`config.mk`:
```
export PLATFORM = sky130hd
export DESIGN_NAME = pll_drp_rmw
export DESIGN_NICKNAME = d
export VERILOG_FILES = /design/src/rtl/pll_drp_rmw.sv
export SDC_FILE = /design/constraint.sdc
export NUM_CORES = 1
export LEC_CHECK = 0
export CAP_MARGIN = 20
export CORE_MARGIN = 5
export CORE_UTILIZATION = 48
export CTS_BUF_LIST = sky130_fd_sc_hd__clkbuf_2
export DETAILED_ROUTE_END_ITERATION = 16
export PLACE_DENSITY = 0.79
export SLEW_MARGIN = 20
export SYNTH_ARGS = -nofsm -noshare
export SYNTH_HDL_FRONTEND = slang
export SYNTH_SLANG_ARGS = --single-unit
```
`constraint.sdc`:
```
create_clock -name dclk -period 2.13 [get_ports dclk]
set_clock_uncertainty 0.05 [all_clocks]
set_input_delay 0.639 -clock dclk [delete_from_list [all_inputs] [get_ports dclk]]
set_output_delay 0.639 -clock dclk [all_outputs]
set_load 0.01 [all_outputs]
```
`src/rtl/pll_drp_rmw.sv`:
```
// pll_drp_rmw: read-modify-write sequencer for a PLLE2_ADV DRP port.
//
// A read-only command issues one DRP read and returns the value. A write
// command first holds the PLL in reset. It then reads the register and
// merges in the new field bits under a mask. It writes the result back,
// releases the PLL reset and waits for lock before responding. Every wait is
// bounded, and an expired bound is reported through rsp_error.
//
// Ports
//   dclk, resetn            DRP clock, asynchronous active-low reset
//   cmd_valid/cmd_ready     command handshake (ready only while idle)
//   cmd_write               1 = read-modify-write with PLL reset, 0 = read
//   cmd_addr                DRP register address
//   cmd_mask, cmd_data      1 in mask keeps readback bit, 0 takes data bit
//   rsp_valid               one-cycle response strobe
//   rsp_data, rsp_error     pre-modify readback, timeout indication
//   drp_*                   PLLE2_ADV DRP port
//   pll_rst, pll_locked     PLLE2_ADV RST / LOCKED (LOCKED is dclk-synchronous)
module pll_drp_rmw #(
  parameter int unsigned DRDY_TIMEOUT = 64,
  parameter int unsigned LOCK_TIMEOUT = 4096,
  parameter int unsigned RST_CYCLES   = 4
) (
  input  logic        dclk,
  input  logic        resetn,
  input  logic        cmd_valid,
  output logic        cmd_ready,
  input  logic        cmd_write,
  input  logic [6:0]  cmd_addr,
  input  logic [15:0] cmd_mask,
  input  logic [15:0] cmd_data,
  output logic        rsp_valid,
  output logic [15:0] rsp_data,
  output logic        rsp_error,
  output logic [6:0]  drp_daddr,
  output logic        drp_den,
  output logic        drp_dwe,
  output logic [15:0] drp_di,
  input  logic [15:0] drp_do,
  input  logic        drp_drdy,
  output logic        pll_rst,
  input  logic        pll_locked
);

  localparam int unsigned MAX_A   = (DRDY_TIMEOUT > RST_CYCLES) ? DRDY_TIMEOUT : RST_CYCLES;
  localparam int unsigned CNT_MAX = (LOCK_TIMEOUT > MAX_A) ? LOCK_TIMEOUT : MAX_A;
  localparam int unsigned CNT_W   = $clog2(CNT_MAX + 1);

  localparam logic [CNT_W-1:0] RST_LIM  = CNT_W'(RST_CYCLES - 1);
  localparam logic [CNT_W-1:0] DRDY_LIM = CNT_W'(DRDY_TIMEOUT - 1);
  localparam logic [CNT_W-1:0] LOCK_LIM = CNT_W'(LOCK_TIMEOUT - 1);
  localparam logic [CNT_W-1:0] CNT_ONE  = CNT_W'(1);

  typedef enum logic [2:0] {
    IDLE, RST_HOLD, RD, RD_WAIT, WR, WR_WAIT, LOCK_WAIT, RESP
  } state_t;

  state_t           state;
  logic [CNT_W-1:0] cnt;
  logic             err_q;
  logic             write_q;
  logic [6:0]       addr_q;
  logic [15:0]      mask_q;
  logic [15:0]      data_q;
  logic [15:0]      readback_q;

  // Outputs are registered: each transition loads the values that belong to
  // the state being entered, and the defaults below clear the strobes.
  // The DRP wait counter is cleared when entering RD/WR rather than the wait
  // state, so it measures DEN-to-DRDY and a timeout lands DRDY_TIMEOUT cycles
  // after DEN.
  always_ff @(posedge dclk or negedge resetn) begin
    if (!resetn) begin
      state      <= IDLE;
      cnt        <= '0;
      err_q      <= 1'b0;
      write_q    <= 1'b0;
      addr_q     <= '0;
      mask_q     <= '0;
      data_q     <= '0;
      readback_q <= '0;
      cmd_ready  <= 1'b1;
      rsp_valid  <= 1'b0;
      rsp_data   <= '0;
      rsp_error  <= 1'b0;
      drp_daddr  <= '0;
      drp_den    <= 1'b0;
      drp_dwe    <= 1'b0;
      drp_di     <= '0;
      pll_rst    <= 1'b0;
    end else begin
      cmd_ready <= 1'b0;
      rsp_valid <= 1'b0;
      rsp_data  <= '0;
      rsp_error <= 1'b0;
      drp_daddr <= '0;
      drp_den   <= 1'b0;
      drp_dwe   <= 1'b0;
      drp_di    <= '0;

      case (state)
        IDLE: begin
          cmd_ready <= 1'b1;
          if (cmd_valid) begin
            cmd_ready  <= 1'b0;
            write_q    <= cmd_write;
            addr_q     <= cmd_addr;
            mask_q     <= cmd_mask;
            data_q     <= cmd_data;
            readback_q <= '0;
            err_q      <= 1'b0;
            cnt        <= '0;
            if (cmd_write) begin
              state   <= RST_HOLD;
              pll_rst <= 1'b1;
            end else begin
              state     <= RD;
              drp_den   <= 1'b1;
              drp_daddr <= cmd_addr;
            end
          end
        end

        RST_HOLD: begin
          if (cnt == RST_LIM) begin
            state     <= RD;
            cnt       <= '0;
            drp_den   <= 1'b1;
            drp_daddr <= addr_q;
          end else begin
            cnt <= cnt + CNT_ONE;
          end
        end

        RD: begin
          state <= RD_WAIT;
          cnt   <= cnt + CNT_ONE;
        end

        RD_WAIT: begin
          if (drp_drdy) begin
            readback_q <= drp_do;
            if (write_q) begin
              state     <= WR;
              cnt       <= '0;
              drp_den   <= 1'b1;
              drp_dwe   <= 1'b1;
              drp_daddr <= addr_q;
              drp_di    <= (drp_do & mask_q) | (data_q & ~mask_q);
            end else begin
              state     <= RESP;
              rsp_valid <= 1'b1;
              rsp_data  <= drp_do;
              rsp_error <= err_q;
            end
          end else if (cnt == DRDY_LIM) begin
            state     <= RESP;
            err_q     <= 1'b1;
            pll_rst   <= 1'b0;
            rsp_valid <= 1'b1;
            rsp_data  <= readback_q;
            rsp_error <= 1'b1;
          end else begin
            cnt <= cnt + CNT_ONE;
          end
        end

        WR: begin
          state <= WR_WAIT;
          cnt   <= cnt + CNT_ONE;
        end

        WR_WAIT: begin
          if (drp_drdy) begin
            state   <= LOCK_WAIT;
            cnt     <= '0;
            pll_rst <= 1'b0;
          end else if (cnt == DRDY_LIM) begin
            state     <= RESP;
            err_q     <= 1'b1;
            pll_rst   <= 1'b0;
            rsp_valid <= 1'b1;
            rsp_data  <= readback_q;
            rsp_error <= 1'b1;
          end else begin
            cnt <= cnt + CNT_ONE;
          end
        end

        LOCK_WAIT: begin
          if (pll_locked) begin
            state     <= RESP;
            rsp_valid <= 1'b1;
            rsp_data  <= readback_q;
            rsp_error <= err_q;
          end else if (cnt == LOCK_LIM) begin
            state     <= RESP;
            err_q     <= 1'b1;
            rsp_valid <= 1'b1;
            rsp_data  <= readback_q;
            rsp_error <= 1'b1;
          end else begin
            cnt <= cnt + CNT_ONE;
          end
        end

        RESP: begin
          state     <= IDLE;
          cmd_ready <= 1'b1;
        end

        default: begin
          state     <= IDLE;
          cmd_ready <= 1'b1;
          pll_rst   <= 1'b0;
        end
      endcase
    end
  end

endmodule

```
# Word level (Yosys, flattened, before mapping)
# Cells that the tools add are included.
[word_totals] ff_bits=118 in_bits=61
[op_classes] addsub=1 muxes=70 bitwise_logic=4 n_eq_ne=22 reduce_logical=13
[ops] operator="$mux W16" count=11
[ops] operator="$mux W13" count=8
[ops] operator="$pmux W13 S6" count=1
[ops] operator="$pmux W16 S3" count=1
[ops] operator="$mux W7" count=5
[ops] operator="$and A16 B16 Y16" count=2
[ops] operator="$pmux W16 S2" count=1
[ops] operator="$mux W1" count=26
[ops] operator="$pmux W3 S8" count=1
[ops] operator="$mux W3" count=7
[ops] operator="$pmux W7 S3" count=1
[ops] operator="$ne A2 B2 Y1 const B" count=9
[ops] operator="$not A16 Y16" count=1
[ops] operator="$or A16 B16 Y16" count=1
[ops] operator="$pmux W1 S3" count=5
[ops] operator="$add A13 B1 Y13 const B" count=1
[ops] operator="$eq A13 B12 Y1 const B" count=1
[ops] operator="$eq A13 B2 Y1 const B" count=1
[ops] operator="$eq A13 B6 Y1 const B" count=1
[ops] operator="$eq A3 B3 Y1 const B" count=4
[ops] operator="$eq A3 B2 Y1 const B" count=2
[ops] operator="$ne A3 B3 Y1 const B" count=2
[ops] operator="$reduce_and A3 Y1" count=2
[ops] operator="$reduce_and A6 Y1" count=1
[ops] operator="other kinds (12)" count=15

# Logic depth before layout (Yosys ltp)
[logic_depth] depth_word=6 mapped_depth=7 mapped_depth_nobuf=6

# Worst setup path before layout
# OpenSTA, ideal clock, no wires.
[synth_timing] path_kind="input to register" start="in drp_drdy" end="reg cnt[6]" slack_ps=-103 setup_ps=122 n_path_buf=1 required_ps=1958 cell_stages=6 arrival_time_ps=2061 cell_sequence="or4_1 > nor4_1 > o21ai_2 > and2_1 > buf_2 > a32o_1"
[synth_via] elab_chain_cells=2 elab_cells_between_ends=5
[synth_lines] item="start: declaration" line_no="40" source="input logic drp_drdy,"
[synth_lines] item="$ne A3 B3 Y1 (no source line), or another cell as far along"
[synth_lines] item="$reduce_and A5 Y1 (no source line) / $pmux W13 S6 (equally long branches)"
[synth_lines] item="end signal: assignment" line_no="131" source="cnt <= cnt + CNT_ONE;"
[synth_lines] item="end signal: assignment" line_no="137" source="cnt <= cnt + CNT_ONE;"
[synth_lines] item="end signal: assignment" line_no="164" source="cnt <= cnt + CNT_ONE;"
[synth_lines] item="end: declaration" line_no="59" source="logic [CNT_W-1:0] cnt;"
# Parallel ways exist; a longest one is shown, timed or not.
# A chain may end at the register's enable or synchronous reset.

# Final worst setup path
[layout_timing] start="reg cnt[1]" end="reg cnt[6]"
[layout_via] elab_chain_cells=4 elab_cells_between_ends=13
[layout_lines] item="$add A13 B1 Y13 / $eq A13 B6 Y1 (equally long branches)"
[layout_lines] item="$mux W13, on equally long branches" line_no="196, 156, 178"
[layout_lines] item="$mux W13, on equally long branches" line_no="191, 141, 174"
[layout_lines] item="$pmux W13 S6" line_no="101" source="case (state)"
# Parallel ways exist; a longest one is shown, timed or not. The select of a mux whose other input is x is not followed.

==> summary.md <==
| Metric | Value |
|---|---|
| Worst setup SP type | flop |
| Final wirelength | ~13 mm |
| Final Cycle Share | 104.7% |
| Synthesized netlist cell count | 443 |
| Max_cap viols | 0 |
| P per Cell Area | approximately 1100 nW/um2 |
| Total gr overflow | 0 |
| HP Class | input pin to async pin |
| I/O Buffers | between 100 and 150 |
| Number of nets in the layout | about 670 |
| Top layer in use | met4 |
| Unrepaired setup endpoints after global routing | true |
| Post-synth ARST share | 100.0% |
| Initial antenna violation count | 1 |
| Top_reg_cell synth | dfrtp_1 |
| Post-route ant nets | 0 |
| Final Non-Filler Cells | between 700 and 800 |
| Max FO, Critical Path | 7 |
| HPWL Detailed | 9.418 mm |
| Commonest non-fill, non-tap cell in the layout | dfrtp_1 |
| Setup CP Type | flop to flop |
| Die height | between 100 and 150 um |
| Final worst slack | -0.1005 ns |
| Largest net degree at the start of global routing | 43 |
| Most frequent cells in the layout | dfrtp_1 (117), clkdlybuf4s50_1 (59), buf_4 (53) |
| Share of post-route cells with drive strength above 1 | ~28% |
| Die ar. | 12,910 um2 |
| Violated checks | negative setup slack |
| Slew at the pin closest to its max-slew limit | ~0.5 ns |
| Mean number of vias per cell | 5.493 |
| CP Capture Type | flop |
| Clock transition at path regs | about 0.18 ns |
| Number of max-slew violations in the final report | 0 |
| Register area share after synthesis | 57.33% |
| Number of synthesized flops with an enable pin | 0 |
| #FFs+latches synth | between 100 and 150 |
| Site row count | 37 |
| Final Hold Vio Count | 0 |
| Global placer's final weighted congestion | a little under 0.9 |
| CTS tree | done |
| Worst-Skew Late Latency | around 0.67 ns |
| Cells after DPL | ~710 |
| Required time of the critical path | ~2.6 ns |
| Net Count, Synth | a little over 500 |
| Initial DRC count | around 260 |
| Arrival time at the worst endpoint | between 2 and 3 ns |
| DIE WIDTH | roughly 110 um |
| Clock buffer depth | 2 |
| Pre-antenna DRT Iters | 5 |
| Number of global-route vias before repair | between 4,000 and 5,000 |
| VDD IR max | around 580 uV |
| Met3 WL | between 700 and 800 um |
| GRT Overall Usage | 21.63% |
| Core Region | around 10,000 um2 |
| Vias | 4,131 |
| H-Tree Depth | 4 |
| DR DRC count | 0 |
| Cts bufs inserted | 17 |
| Synth warn | 0 |
| Synth Cell Area | 5152 um2 |
| Distinct cells, synth | 56 |
| Post-DR wirelength/cell | approximately 18 um |
| Metal-1 WL | 5.856 mm |
| P_leak | 3.210 nW |
| Final setup TNS | -0.6999 ns |
| Peak Freq | 448.3 MHz |
| Final setup fails | 12 |
| Sink Count | roughly 120 |
| # IOs | 106 |
| Synth-to-Final Area Change | 36.40% |
| Min Tclk post-route | about 2.2 ns |
| First-pass GRT wire length | ~22 mm |
| Slew HR | between 60 and 70% |
| Avg Cell Area, Syn | between 10 and 15 um2 |
| DR WL met2 | approximately 6.6 mm |
| Starting Density | between 40% and 50% |
| R2R depth | 6 |
| Outcome | complete, but fails checks |
| CTS Root Cell | clkbuf_2 |
==> repair_timing <==
action,4_1_cts,5_1_grt
hold endpoints to repair,44,0
buffers inserted,1,3
setup endpoints to repair,60,73
hold buffers,1,0
pin swaps,6,19
gates resized for setup,52,62
cloned,1,1
==> synthesized netlist by cell type, types with 3 or more instances <==
cell type / n / area [um2]
nor2b_1: 3 / 18.77
nand2b_1: 3 / 18.77
o21ai_0: 24 / 120.1
nor4_1: 4 / 25.02
nand4_1: 5 / 31.28
inv_1: 23 / 86.33
o2bb2ai_1: 4 / 35.03
a31oi_1: 4 / 25.02
mux2i_1: 17 / 170.2
mux2_2: 39 / 439.2
nand3_1: 23 / 115.1
or2_2: 4 / 25.02
o211ai_1: 6 / 45.04
dfrtp_1: 117 / 2928
clkbuf_1: 15 / 56.30
a22o_1: 27 / 236.5
nor2_1: 30 / 112.6
nand2_1: 23 / 86.33
a21oi_1: 8 / 40.04
or3_1: 4 / 25.02
buf_2: 5 / 25.02
nor3_1: 10 / 50.05
==> area by class of cell <==
type                    instances  area, um2
clock buffers                  20      100.1
clock inverters                11      105.1
repair buffers                164       1479
well taps                     136      170.2
fillers                       803       3388
diodes                          1      2.502
flip-flops and latches        118       2954
inverters                      24      90.09
multi-input cells             278       2127
==> through the flow <==
stage	hold WS, ns	power [mW]	area, um2	setup slack, ns	utilization (%)
2_1_floorplan	0.2934	5.351	5165	-0.03605	-
3_3_place_gp	0.4184	6.495	6740	-0.4325	64.71
3_5_place_dp	0.4245	6.637	6740	-0.5216	64.71
4_1_cts	0.2104	7.888	6920	-0.05683	66.44
5_1_grt	0.1783	8.548	7028	-0.1894	67.47
6_report	0.2517	7.973	7028	-0.1005	67.47
==> power breakdown <==
group	internal, mW	switching, mW
Clock	0.430	0.861
Combinational	1.65	1.63
Sequential	2.97	0.430
Total	5.05	2.92
==> worst paths after layout <==
path | from | end | slack (ns)
worst max register to register | cnt[1]$_DFFE_PN0P_ | cnt[6]$_DFFE_PN0P_ | -0.10
worst min register to register | addr_q[6]$_DFFE_PN0P_ | drp_daddr[6]$_DFF_PN0_ | 0.46
min in group dclk | addr_q[6]$_DFFE_PN0P_ | drp_daddr[6]$_DFF_PN0_ | 0.46
worst min-delay path | resetn | cnt[10]$_DFFE_PN0P_ | 0.25
max in group asynchronous | resetn | drp_di[9]$_DFF_PN0_ | 1.05
worst max-delay path | cnt[1]$_DFFE_PN0P_ | cnt[6]$_DFFE_PN0P_ | -0.10
==> sequential cells by signal, indices dropped and copies added, names as in the netlist <==
name        flops
data_q         16
drp_di         16
mask_q         16
readback_q     16
rsp_data       16
cnt            13
addr_q          7
drp_daddr       7
state           3
cmd_ready       1
drp_den         1
drp_dwe         1
err_q           1
pll_rst         1
rsp_error       1
rsp_valid       1
write_q         1
==> worst max-delay path: stages (launching register included) <==
cell,delay (ns)
dfrtp_1,0.39
ha_2,0.19
or4b_4,0.48
nor4_4,0.37
o221a_4,0.30
o211ai_1,0.10
a32o_2,0.23
==> cell families after synthesis <==
family                   after synthesis  synth area share [%]
AO/OA/AOI/OAI                         98                 14.38
AND/OR/NAND/NOR                      122                 12.43
flip-flops                           118                 57.33
buffers and inverters                 48                 3.788
multiplexers                          56                 11.83
adder cells (fa/ha/maj)                1                0.2428
==> layer usage <==
metal	up-vias	GRT usage (%)
met2	135	33.84
li1	1936	-
met1	2036	28.56
met4	0	9.455
met5	-	0
met3	24	5.517
(Power assumes the default switching activity.)
==> variant 1 (same flow settings) <==
Set the parameter `RST_CYCLES` to 8 (it was 4).
--- a/src/rtl/pll_drp_rmw.sv
+++ b/src/rtl/pll_drp_rmw.sv
@@ -19,7 +19,7 @@
 module pll_drp_rmw #(
   parameter int unsigned DRDY_TIMEOUT = 64,
   parameter int unsigned LOCK_TIMEOUT = 4096,
-  parameter int unsigned RST_CYCLES   = 4
+  parameter int unsigned RST_CYCLES   = 8
 ) (
   input  logic        dclk,
   input  logic        resetn,
Formal check against the unedited RTL: not equivalent (a bounded check fails within 10 cycles, from zero or initial values and one cycle with resetn low).
==> variant 1 against the unedited design <==
Via count fell by 4.3%. Worst setup slack improved by 0.15 ns. Area after synthesis fell by 1.9%. Global-route usage fell by 0.60 points. Cell area fell by 1.2%. Sequential cell count did not move. Worst hold slack improved by 0.048 ns. Critical path depth rose by 1. Sequential power rose by 2%. Combinational power fell by 5%. Power rose by 1.5%. Count of clock-buffer cells in the layout fell by 2. Routed wire length fell by 5.3%. Critical path type unchanged. Critical endpoint is now cnt[10]$_DFFE_PN0P_.
==> variant 1: results <==
metrics = {
    "layout": {
        "final-nonclk-buf-share_pct": 21.6,
        "num-fill-cells": 822,
        "final-instance-count-excl-fill": 727,
        "final_nets": 640,
        "clock_buffer_instance_count_of_the_final_layout": 18,
        "insertedDiodeCount": 0,
        "n_all_buffers": 157,
        "sequential_cell_total": 118,
        "multi_input_area_share_pct": 28.6,
        "clock_tree_area_fraction_pct": 3.60,
        "non_clock_inverter_count": 22,
    },
    "outcome": {
        "status": "completed",
    },
    "grt": {
        "grt_pass1_vias": 4220,
        "grt_max_degree": 35,
        "grtUsageTotal_pct": 21.0,
        "first_pass_grt_wire_length_um": 21200,
    },
    "power": {
        "worst_ir_drop_vdd_mv": 0.592,
        "power_combinational_uw": 3100,
        "power_frac_seq_pct": 43.0,
        "sw_frac_of_total_pct": 34.8,
        "cellLeakagePower_uw": 0.00331,
    },
    "worst_setup_path": {
        "crit_fanout": 5,
        "timing.critical_path.from": "cnt[9]$_DFFE_PN0P_",
        "slowest_stage": "sky130_fd_sc_hd__o41ai_4",
        "r2r_setup_slack_ns": 0.05,
    },
    "synth": {
        "synth-compound-area-share_pct": 13.7,
        "synth-seq-area-share_pct": 58.4,
        "yosys-top-cells-area": "sky130_fd_sc_hd__dfrtp_1, sky130_fd_sc_hd__mux2_2, sky130_fd_sc_hd__a22o_1",
        "synth_mux_area_share_pct": 12.1,
        "ys_types": 57,
    },
    "route": {
        "initialDrtViolationCount": 184,
        "detail_route.vias_per_cell": 5.44,
        "routed_wire_length_per_instance_um": 17.5,
    },
    "place": {
        "place.detailed.instances": 686,
        "dp.final_hpwl_um": 8960,
        "weighted_congestion_reported_at_the_end_of_routability_driven_placement": 0.845,
    },
}
[variant 1: cell types whose count changed after synthesis, sizes merged, moves of 4 or more]
cell | unedited run | this run
a31oi | 4 | 0
nand2 | 23 | 15
buf | 8 | 16
nor4 | 6 | 2
o211ai | 8 | 4
clkbuf | 16 | 7
a21oi | 9 | 5
o21ai | 25 | 32
a211o | 1 | 8
[variant 1: per-stage QoR]
stage          TNS [ns]  setup slack, ns  cell area [um2]  total power (uW)
5_1_grt         -0.0348          -0.0151             6940              8660
3_3_place_gp     -14.84           -0.309             6590              6410
3_5_place_dp     -16.67           -0.345             6590              6550
4_1_cts               0          0.00519             6810              8020
2_1_floorplan         0           0.0599             5050              5230
6_report              0           0.0543             6940              8090
[variant 1: metal layers]
metal / share of wire (%) / up-vias / GRT usage, %
met2: 50 / 117 / 34.9
met3: 7.1 / 18 / 7.33
met5: 0 / - / 0
li1: - / 1837 / -
met1: 42 / 1982 / 26.1
met4: 1.1 / 0 / 6.01
==> variant 2 (same flow settings) <==
Made on the original files. Reset style: synchronous (`resetn`), changed in one clocked block. Comments in the files are not updated.
--- a/src/rtl/pll_drp_rmw.sv
+++ b/src/rtl/pll_drp_rmw.sv
@@ -69,7 +69,7 @@
   // The DRP wait counter is cleared when entering RD/WR rather than the wait
   // state, so it measures DEN-to-DRDY and a timeout lands DRDY_TIMEOUT cycles
   // after DEN.
-  always_ff @(posedge dclk or negedge resetn) begin
+  always_ff @(posedge dclk) begin
     if (!resetn) begin
       state      <= IDLE;
       cnt        <= '0;
Function: differs if resetn is asserted again (counterexample within 4 cycles, from zero or initial values and one cycle with resetn low); with resetn held inactive, the same outputs for 4 cycles.
==> variant 2 against the unedited design <==
Routed wire length fell by 2.5%. Worst setup slack improved by 0.13 ns. Sequential cell count unchanged. Worst hold slack better by 0.16 ns. Count of clock-buffer cells in the layout decreased by 3. Die area decreased by 7.2%. Cell area decreased by 8.9%. Area after synthesis is 7.9% lower.
Power is not compared: it rests on default switching activity, and its combinational part moved more than twofold at a synthesized area within 25%.
==> variant 2: results <==
metrics = {
    "outcome": {
        "status": "completed",
    },
    "sta": {
        "max_slew_margin_pct": 51.0,
        "clock.fmax_ghz": 0.475,
    },
    "place": {
        "pre_cts_ws_ns": -0.596,
        "place.detailed.instances": 805,
    },
    "grt": {
        "first_pass_grt_wire_length_um": 21100,
        "grt_antenna_before_repair": 0,
        "groute.layer.met3.usage_pct": 5.64,
        "grt_pass1_vias": 4383,
        "use_met2_pct": 37.3,
        "groute.layer.met1.usage_pct": 27.5,
    },
    "synth": {
        "synth_mux_area_share_pct": 3.61,
        "yosys-top-cells-area": "sky130_fd_sc_hd__dfxtp_1, sky130_fd_sc_hd__nand2_1, sky130_fd_sc_hd__a21oi_1",
        "mean_area_per_synthesized_cell_um2": 8.36,
        "ys_types": 52,
        "yosys-top-cells-count": "sky130_fd_sc_hd__nand2_1, sky130_fd_sc_hd__dfxtp_1, sky130_fd_sc_hd__a21oi_1",
        "synth-seq-area-share_pct": 49.8,
        "synth-async-reset-ratio_pct": 0,
        "synth-compound-area-share_pct": 19.0,
        "syn_nets": 630,
    },
    "route": {
        "met2WireLength_um": 6470,
        "route.met3.wl_um": 841,
        "routedLengthMet1_um": 5610,
        "initialDrtViolationCount": 286,
        "vias": 4616,
        "wirelength_um": 13100,
    },
    "layout": {
        "insertedDiodeCount": 0,
        "layout-drive-gt1-share_pct": 14.7,
        "area.growth.synth_to_final_pct": 34.9,
        "final-instance-count-excl-fill": 845,
        "final_nets": 761,
        "num-fill-cells": 859,
    },
    "hold_path": {
        "hold_class": "reg -> reg",
    },
    "worst_setup_path": {
        "crit_fanout": 6,
        "r2r_setup_slack_ns": 0.03,
        "critPathArrivalTime_ns": 2.61,
        "cpPeakStageDelay_ns": 0.43,
        "slowest_stage": "sky130_fd_sc_hd__dfxtp_1",
    },
    "clocking": {
        "cts.reportedPaths.clkPinSlew_ns": 0.20,
    },
}
[variant 2: path summary, 6_finish.rpt]
check | from | to | depth (start not counted)
max | cnt[7]$_SDFFE_PN0P_ | cnt[6]$_SDFFE_PN0P_ | 6
min | readback_q[15]$_SDFFE_PN0P_ | readback_q[15]$_SDFFE_PN0P_ | 2
max reg2reg | cnt[7]$_SDFFE_PN0P_ | cnt[6]$_SDFFE_PN0P_ | 6
min reg2reg | readback_q[15]$_SDFFE_PN0P_ | readback_q[15]$_SDFFE_PN0P_ | 2
[variant 2: metrics by stage]
stage	area [um2]	total power, uW	setup TNS [ns]	utilization (%)	hold WS [ns]
3_5_place_dp	6130	3250	-26.33	63.0	0.393
3_3_place_gp	6130	3220	-22.92	63.0	0.386
4_1_cts	6320	4640	0	64.9	0.396
5_1_grt	6400	4860	-0.155	65.8	0.372
2_1_floorplan	4750	2890	0	-	0.378
6_report	6400	4630	0	65.8	0.416
[variant 2: cell type report]
type,instances,area [um2],share of cell area [%]
Sequential cell,118,2370,37.0
Multi-Input combinational cell,404,2220,34.6
Timing Repair Buffer,152,1400,21.8
Tap cell,133,166,2.60
Clock inverter,15,144,2.25
Clock buffer,17,85.1,1.33
Inverter,6,22.5,0.352
[variant 2: where the power goes]
group / total, uW / internal [uW] / switching (uW)
combinational: 851 / 389 / 462
sequential: 2390 / 2320 / 72.1
clock: 1390 / 447 / 948
total: 4630 / 3150 / 1480
[variant 2: cell families (layout without fill, tap and decap cells)]
logic type / Yosys count / count (layout)
buffers and inverters: 46 / 190
AND/OR/NAND/NOR: 234 / 234
multiplexers: 17 / 17
flip-flops: 118 / 118
adder cells (fa/ha/maj): 1 / 1
AO/OA/AOI/OAI: 152 / 152
